$ cat config.mk
export PLATFORM = sky130hd
export DESIGN_NAME = bus_arb_mux
export DESIGN_NICKNAME = d
export VERILOG_FILES = /design/src/rtl/bus_arb_mux.sv
export SDC_FILE = /design/constraint.sdc
export NUM_CORES = 1
export LEC_CHECK = 0
export CAP_MARGIN = 15
export CORE_ASPECT_RATIO = 0.75
export CORE_MARGIN = 2
export CORE_UTILIZATION = 25
export CTS_CLUSTER_SIZE = 40
export DETAILED_ROUTE_END_ITERATION = 8
export PLACE_DENSITY = 0.6
export SLEW_MARGIN = 20
export SYNTH_ARGS = -nofsm -noshare
export SYNTH_HDL_FRONTEND = slang
export SYNTH_SLANG_ARGS = --single-unit
$ cat constraint.sdc
create_clock -name clk -period 2.1 [get_ports clk]
set_clock_uncertainty 0.05 [all_clocks]
set_input_delay 0.525 -clock clk [delete_from_list [all_inputs] [get_ports clk]]
set_output_delay 0.525 -clock clk [all_outputs]
set_load 0.1 [all_outputs]
$ cat src/rtl/bus_arb_mux.sv
// Purpose: NCH-to-1 channel mux/arbiter (MODE 0 direct select, MODE 1 round-robin) with a registered output stage.
// Latency: 1 cycle from input transfer to out_valid; 1 word/cycle sustained while out_ready is high.
// Backpressure: out_valid && !out_ready holds the output word and drops every in_ready bit.
// Optional: define BUS_ARB_MUX_SEL_ERR_EN to add the sticky sel_err output.
module bus_arb_mux #(
    parameter int WIDTH = 8,
    parameter int NCH   = 4,
    parameter int MODE  = 0,
    localparam int SELW = $clog2(NCH)
) (
    input  logic                  clk,
    input  logic                  rst,
    input  logic [NCH*WIDTH-1:0]  in_data,
    input  logic [NCH-1:0]        in_valid,
    output logic [NCH-1:0]        in_ready,
    input  logic [SELW-1:0]       sel,
    output logic [WIDTH-1:0]      out_data,
    output logic [SELW-1:0]       out_ch,
    output logic                  out_valid,
    input  logic                  out_ready
`ifdef BUS_ARB_MUX_SEL_ERR_EN
    ,
    output logic                  sel_err
`endif
);

    logic [SELW-1:0]  ptr;
    logic [SELW-1:0]  gnt;
    logic             gnt_vld;
    logic             sel_bad;
    logic             ld;
    logic [WIDTH-1:0] gnt_dat;
    logic [SELW-1:0]  idx;

    assign ld = !out_valid || out_ready;

    // Grant selection: direct select in MODE 0, round-robin starting after ptr in MODE 1.
    always_comb begin
        gnt     = '0;
        gnt_vld = 1'b0;
        sel_bad = 1'b0;
        idx     = '0;
        if (MODE == 0) begin
            if (int'(sel) < NCH) begin
                gnt     = sel;
                gnt_vld = in_valid[sel];
            end else begin
                sel_bad = 1'b1;
            end
        end else begin
            // Walk the candidates from farthest to nearest so the nearest valid one wins.
            for (int k = NCH; k >= 1; k--) begin
                idx = SELW'((int'(ptr) + k) % NCH);
                if (in_valid[idx]) begin
                    gnt     = idx;
                    gnt_vld = 1'b1;
                end
            end
        end
    end

    // Data word of the granted channel.
    always_comb begin
        gnt_dat = '0;
        for (int i = 0; i < NCH; i++) begin
            if (SELW'(i) == gnt) begin
                gnt_dat = in_data[i*WIDTH +: WIDTH];
            end
        end
    end

    // One-hot ready for the granted channel, forced low while reset is asserted.
    always_comb begin
        in_ready = '0;
        if (ld && gnt_vld && !rst) begin
            in_ready[gnt] = 1'b1;
        end
    end

    // Output register and round-robin pointer; ptr only moves on an accepted word.
    always_ff @(posedge clk or posedge rst) begin
        if (rst) begin
            out_valid <= 1'b0;
            out_data  <= '0;
            out_ch    <= '0;
            ptr       <= SELW'(NCH - 1);
        end else if (ld) begin
            out_valid <= gnt_vld;
            if (gnt_vld) begin
                out_data <= gnt_dat;
                out_ch   <= gnt;
                ptr      <= gnt;
            end
        end
    end

`ifdef BUS_ARB_MUX_SEL_ERR_EN
    // Sticky flag for an out-of-range select seen while the output stage could load.
    always_ff @(posedge clk or posedge rst) begin
        if (rst) begin
            sel_err <= 1'b0;
        end else if (sel_bad && ld) begin
            sel_err <= 1'b1;
        end
    end
`endif

endmodule

==> out/summary.txt <==
SETUP PATH
----------------------------------------------------------------------------------------
Maximum fanout along the worst path                                                    3
WP data required                                                                 1.52 ns
Worst path arrival time                                                          1.71 ns
Nature of the critical path startpoint                                         input pin
Critical path endpoint category                                             primary output
Classification of the worst setup path                                            in2out

POWER
----------------------------------------------------------------------------------------
IR Drop Worst-Case VDD                                                        0.000380 V
Pwr dens                                                                      797 nW/µm²
P_leak                                                                          0.711 nW

CLOCK TREE
----------------------------------------------------------------------------------------
Number of buffers added by the clock tree synthesis step                               3
Clock transition at the registers of the reported paths                          0.05 ns
Number of sinks handled by clock tree synthesis                                       11
Hold-fix buffers, CTS                                                                  0
CTS H-tree lvls                                                                        1
Clock tree buffer depth                                                                2
Clock latency on the worst-skew pair                                             0.24 ns
CTS tree                                                                            done
Clk Tree Root Cell                                                          sky130_fd_sc_hd__clkbuf_8

GRT
----------------------------------------------------------------------------------------
Met1 layer usage reported by global route                                          14.2%
Most utilized layer in the global route result                                      met2
GR Layer Usage met3                                                                7.27%
Grt total ovfl                                                                         0
GRT Total Usage                                                                    13.7%
Via count of the first global-routing pass                                           743
Initial antenna violation count                                                        0
M2 GR Usage                                                                        23.3%
Maximum number of pins on one net before global-route repair                          15
First-pass GRT wire length                                                       3350 µm

FINAL LAYOUT
----------------------------------------------------------------------------------------
Number of nets in the final layout                                                   161
Number of standard cells in the layout, taps in and fillers out                      157
Antenna fix cells                                                                      0
Area grow syn2layout                                                                117%
Fraction of layout cells with a size suffix above 1                                53.8%

STA
----------------------------------------------------------------------------------------
Pins Over Slew Limit                                                                   0
Worst-margin pin slew                                                           0.429 ns
Final-layout worst hold slack                                                   0.410 ns
Min setup slack post-route                                                     -0.185 ns
Final critical path time including I/O delays and setup                          2.28 ns
Fmax                                                                             438 MHz
Unrepaired setup endpoints after global routing                                      yes
Final critical-path share of the clock period                                       109%
Setup violations, final                                                                4
Final hold violation count                                                             0
Relative slew slack                                                                71.4%

DIE
----------------------------------------------------------------------------------------
Die area                                                                        3420 µm²
Die width                                                                        66.9 µm
Core ar.                                                                        2890 µm²
Die Y-Extent                                                                     51.2 µm
Rows                                                                                  17
Ports                                                                                 56
Starting Density                                                                   25.6%

ROUTE
----------------------------------------------------------------------------------------
Total length of routed wires                                                     2080 µm
Routed wire length per instance                                                  13.3 µm
Mean number of vias per cell                                                        4.43
DRT iter0 DRCs                                                                        21
Routed Antenna Nets                                                                    0
Number of search-and-repair iterations in the first detailed-routing pass              4
DRC violations left                                                                    0
Detailed-route via count                                                             695

LOGIC SYNTHESIS
----------------------------------------------------------------------------------------
Commonest register cell after synthesis                                     sky130_fd_sc_hd__dfrtp_1
Async set or reset register ratio after synthesis                                   100%
Number of nets produced by synthesis                                                  90
Fraction of the yosys area taken by sequential cells                               37.1%
Cell Area, Synth                                                                 742 µm²
Post-synth EDFFs                                                                       0
Dominant cell type by area after synthesis                                  sky130_fd_sc_hd__dfrtp_1
Ys Warns                                                                               0
Most used standard cell by instance count after synthesis                   sky130_fd_sc_hd__dfrtp_1
Synth Area per Inst                                                             15.1 µm²
Area share of the largest cell type after synthesis                                37.1%
Distinct cell type count after synthesis                                              18
Top cells by area, synth                                                    sky130_fd_sc_hd__dfrtp_1, sky130_fd_sc_hd__mux2_4, sky130_fd_sc_hd__mux4_2
Top cells by instance count after synthesis                                 sky130_fd_sc_hd__dfrtp_1, sky130_fd_sc_hd__mux2_4, sky130_fd_sc_hd__mux4_2
Gate count of the mapped netlist                                                      49
Count of state elements after synthesis                                               11

RUN
----------------------------------------------------------------------------------------
Max cap viols                                                                          0

MIN PATH
----------------------------------------------------------------------------------------
Type of the tightest min-delay check                                            in2async

PLACED DESIGN
----------------------------------------------------------------------------------------
Number of placed instances with taps included                                        146
Placed wire-length estimate                                                      1570 µm
Gpl congestion                                                                     0.775
Count of input and output buffers                                                     55

OUTCOME
----------------------------------------------------------------------------------------
Failing checks                                                              setup timing
Outcome                                                                     finished, violations left

-- through the flow --
step                worst slack (ns)  power, W  setup TNS (ns)  instance area (µm²)  util [%]
floorplan                     -0.749  0.000848           -2.34                  841         -
global placement              -0.586   0.00106           -6.76                 1500      51.7
detailed placement            -0.611   0.00107           -7.05                 1500      51.7
CTS                           -0.192   0.00129          -0.624                 1590      54.8
global route                  -0.234   0.00134          -0.525                 1610      55.6
finish                        -0.185   0.00128          -0.342                 1610      55.6
-- cells in the final DEF (no fill, tap or decap), types with 2 or more instances in the layout --
cell type / instances
sky130_fd_sc_hd__mux4_2: 5
sky130_fd_sc_hd__clkbuf_8: 3
sky130_fd_sc_hd__mux2_4: 10
sky130_fd_sc_hd__nor4b_4: 2
sky130_fd_sc_hd__buf_2: 3
sky130_fd_sc_hd__buf_6: 3
sky130_fd_sc_hd__nor4_4: 2
sky130_fd_sc_hd__dlygate4sd2_1: 2
sky130_fd_sc_hd__mux4_1: 3
sky130_fd_sc_hd__buf_4: 20
sky130_fd_sc_hd__clkdlybuf4s50_1: 32
sky130_fd_sc_hd__buf_12: 7
sky130_fd_sc_hd__dfrtp_1: 10
sky130_fd_sc_hd__nand2_1: 4
-- sequential cells by signal, indices dropped and copies added (netlist names) --
register   cells
out_data       8
out_ch         2
out_valid      1
-- kinds of logic (layout without fill, tap and decap cells) --
| logic type | after synthesis | in the layout | share of synthesized area, % |
|---|---|---|---|
| flip-flops | 11 | 11 | 37.1 |
| multiplexers | 19 | 19 | 46.9 |
| buffers and inverters | 6 | 76 | 5.06 |
| AND/OR/NAND/NOR | 12 | 12 | 10.3 |
| AO/OA/AOI/OAI | 1 | 1 | 0.674 |
-- worst paths after layout --
kind / startpoint / cells past startpoint / end / slack (ns)
worst max-delay path: sel[0] / 5 / in_ready[1] / -0.18
worst min-delay path: rst / 3 / out_ch[0]$_DFFE_PP0P_ / 0.41
worst max register to register: out_valid$_DFFE_PP0P_ / 8 / out_data[3]$_DFFE_PP0P_ / 0.29
worst min register to register: out_data[4]$_DFFE_PP0P_ / 1 / out_data[4]$_DFFE_PP0P_ / 0.46
max in group asynchronous: rst / 3 / out_valid$_DFFE_PP0P_ / 1.25
min in group clk: out_data[4]$_DFFE_PP0P_ / 1 / out_data[4]$_DFFE_PP0P_ / 0.46
-- power by group --
part	leakage (nW)	internal [W]	total [W]	switching [W]
logic	0.561	0.000276	0.000775	0.000498
clock network	0.0228	0.000133	0.000208	0.0000748
registers	0.127	0.000266	0.000300	0.0000337
-- area by class of cell --
class	count	area [µm²]
Inverter	2	11.3
Clock buffer	4	45.0
Multi-Input combinational cell	32	517
Sequential cell	11	279
Fill cell	243	1280
Tap cell	38	47.5
Timing Repair Buffer	70	709
-- worst max-delay path, stage by stage --
cell and delay, ns:
sky130_fd_sc_hd__buf_8 0.10, sky130_fd_sc_hd__mux2i_2 0.14, sky130_fd_sc_hd__or3b_4 0.44, sky130_fd_sc_hd__nor4b_4 0.28, sky130_fd_sc_hd__buf_12 0.22
-- metal layers --
metal,routed length (µm),vias to the layer above
li1,-,332
met1,766,317
met2,1010,42
met3,275,4
met4,31,0
met5,0,-
-- what timing repair did --
| action | in CTS | in global routing |
|---|---|---|
| endpoints found under the setup margin | 13 | 4 |
| setup buffers | 5 | 2 |
| gates cloned | 0 | 0 |
| resized for setup | 23 | 8 |
| pin swaps | 3 | 2 |
No activity file was read; power rests on OpenSTA's default activity.
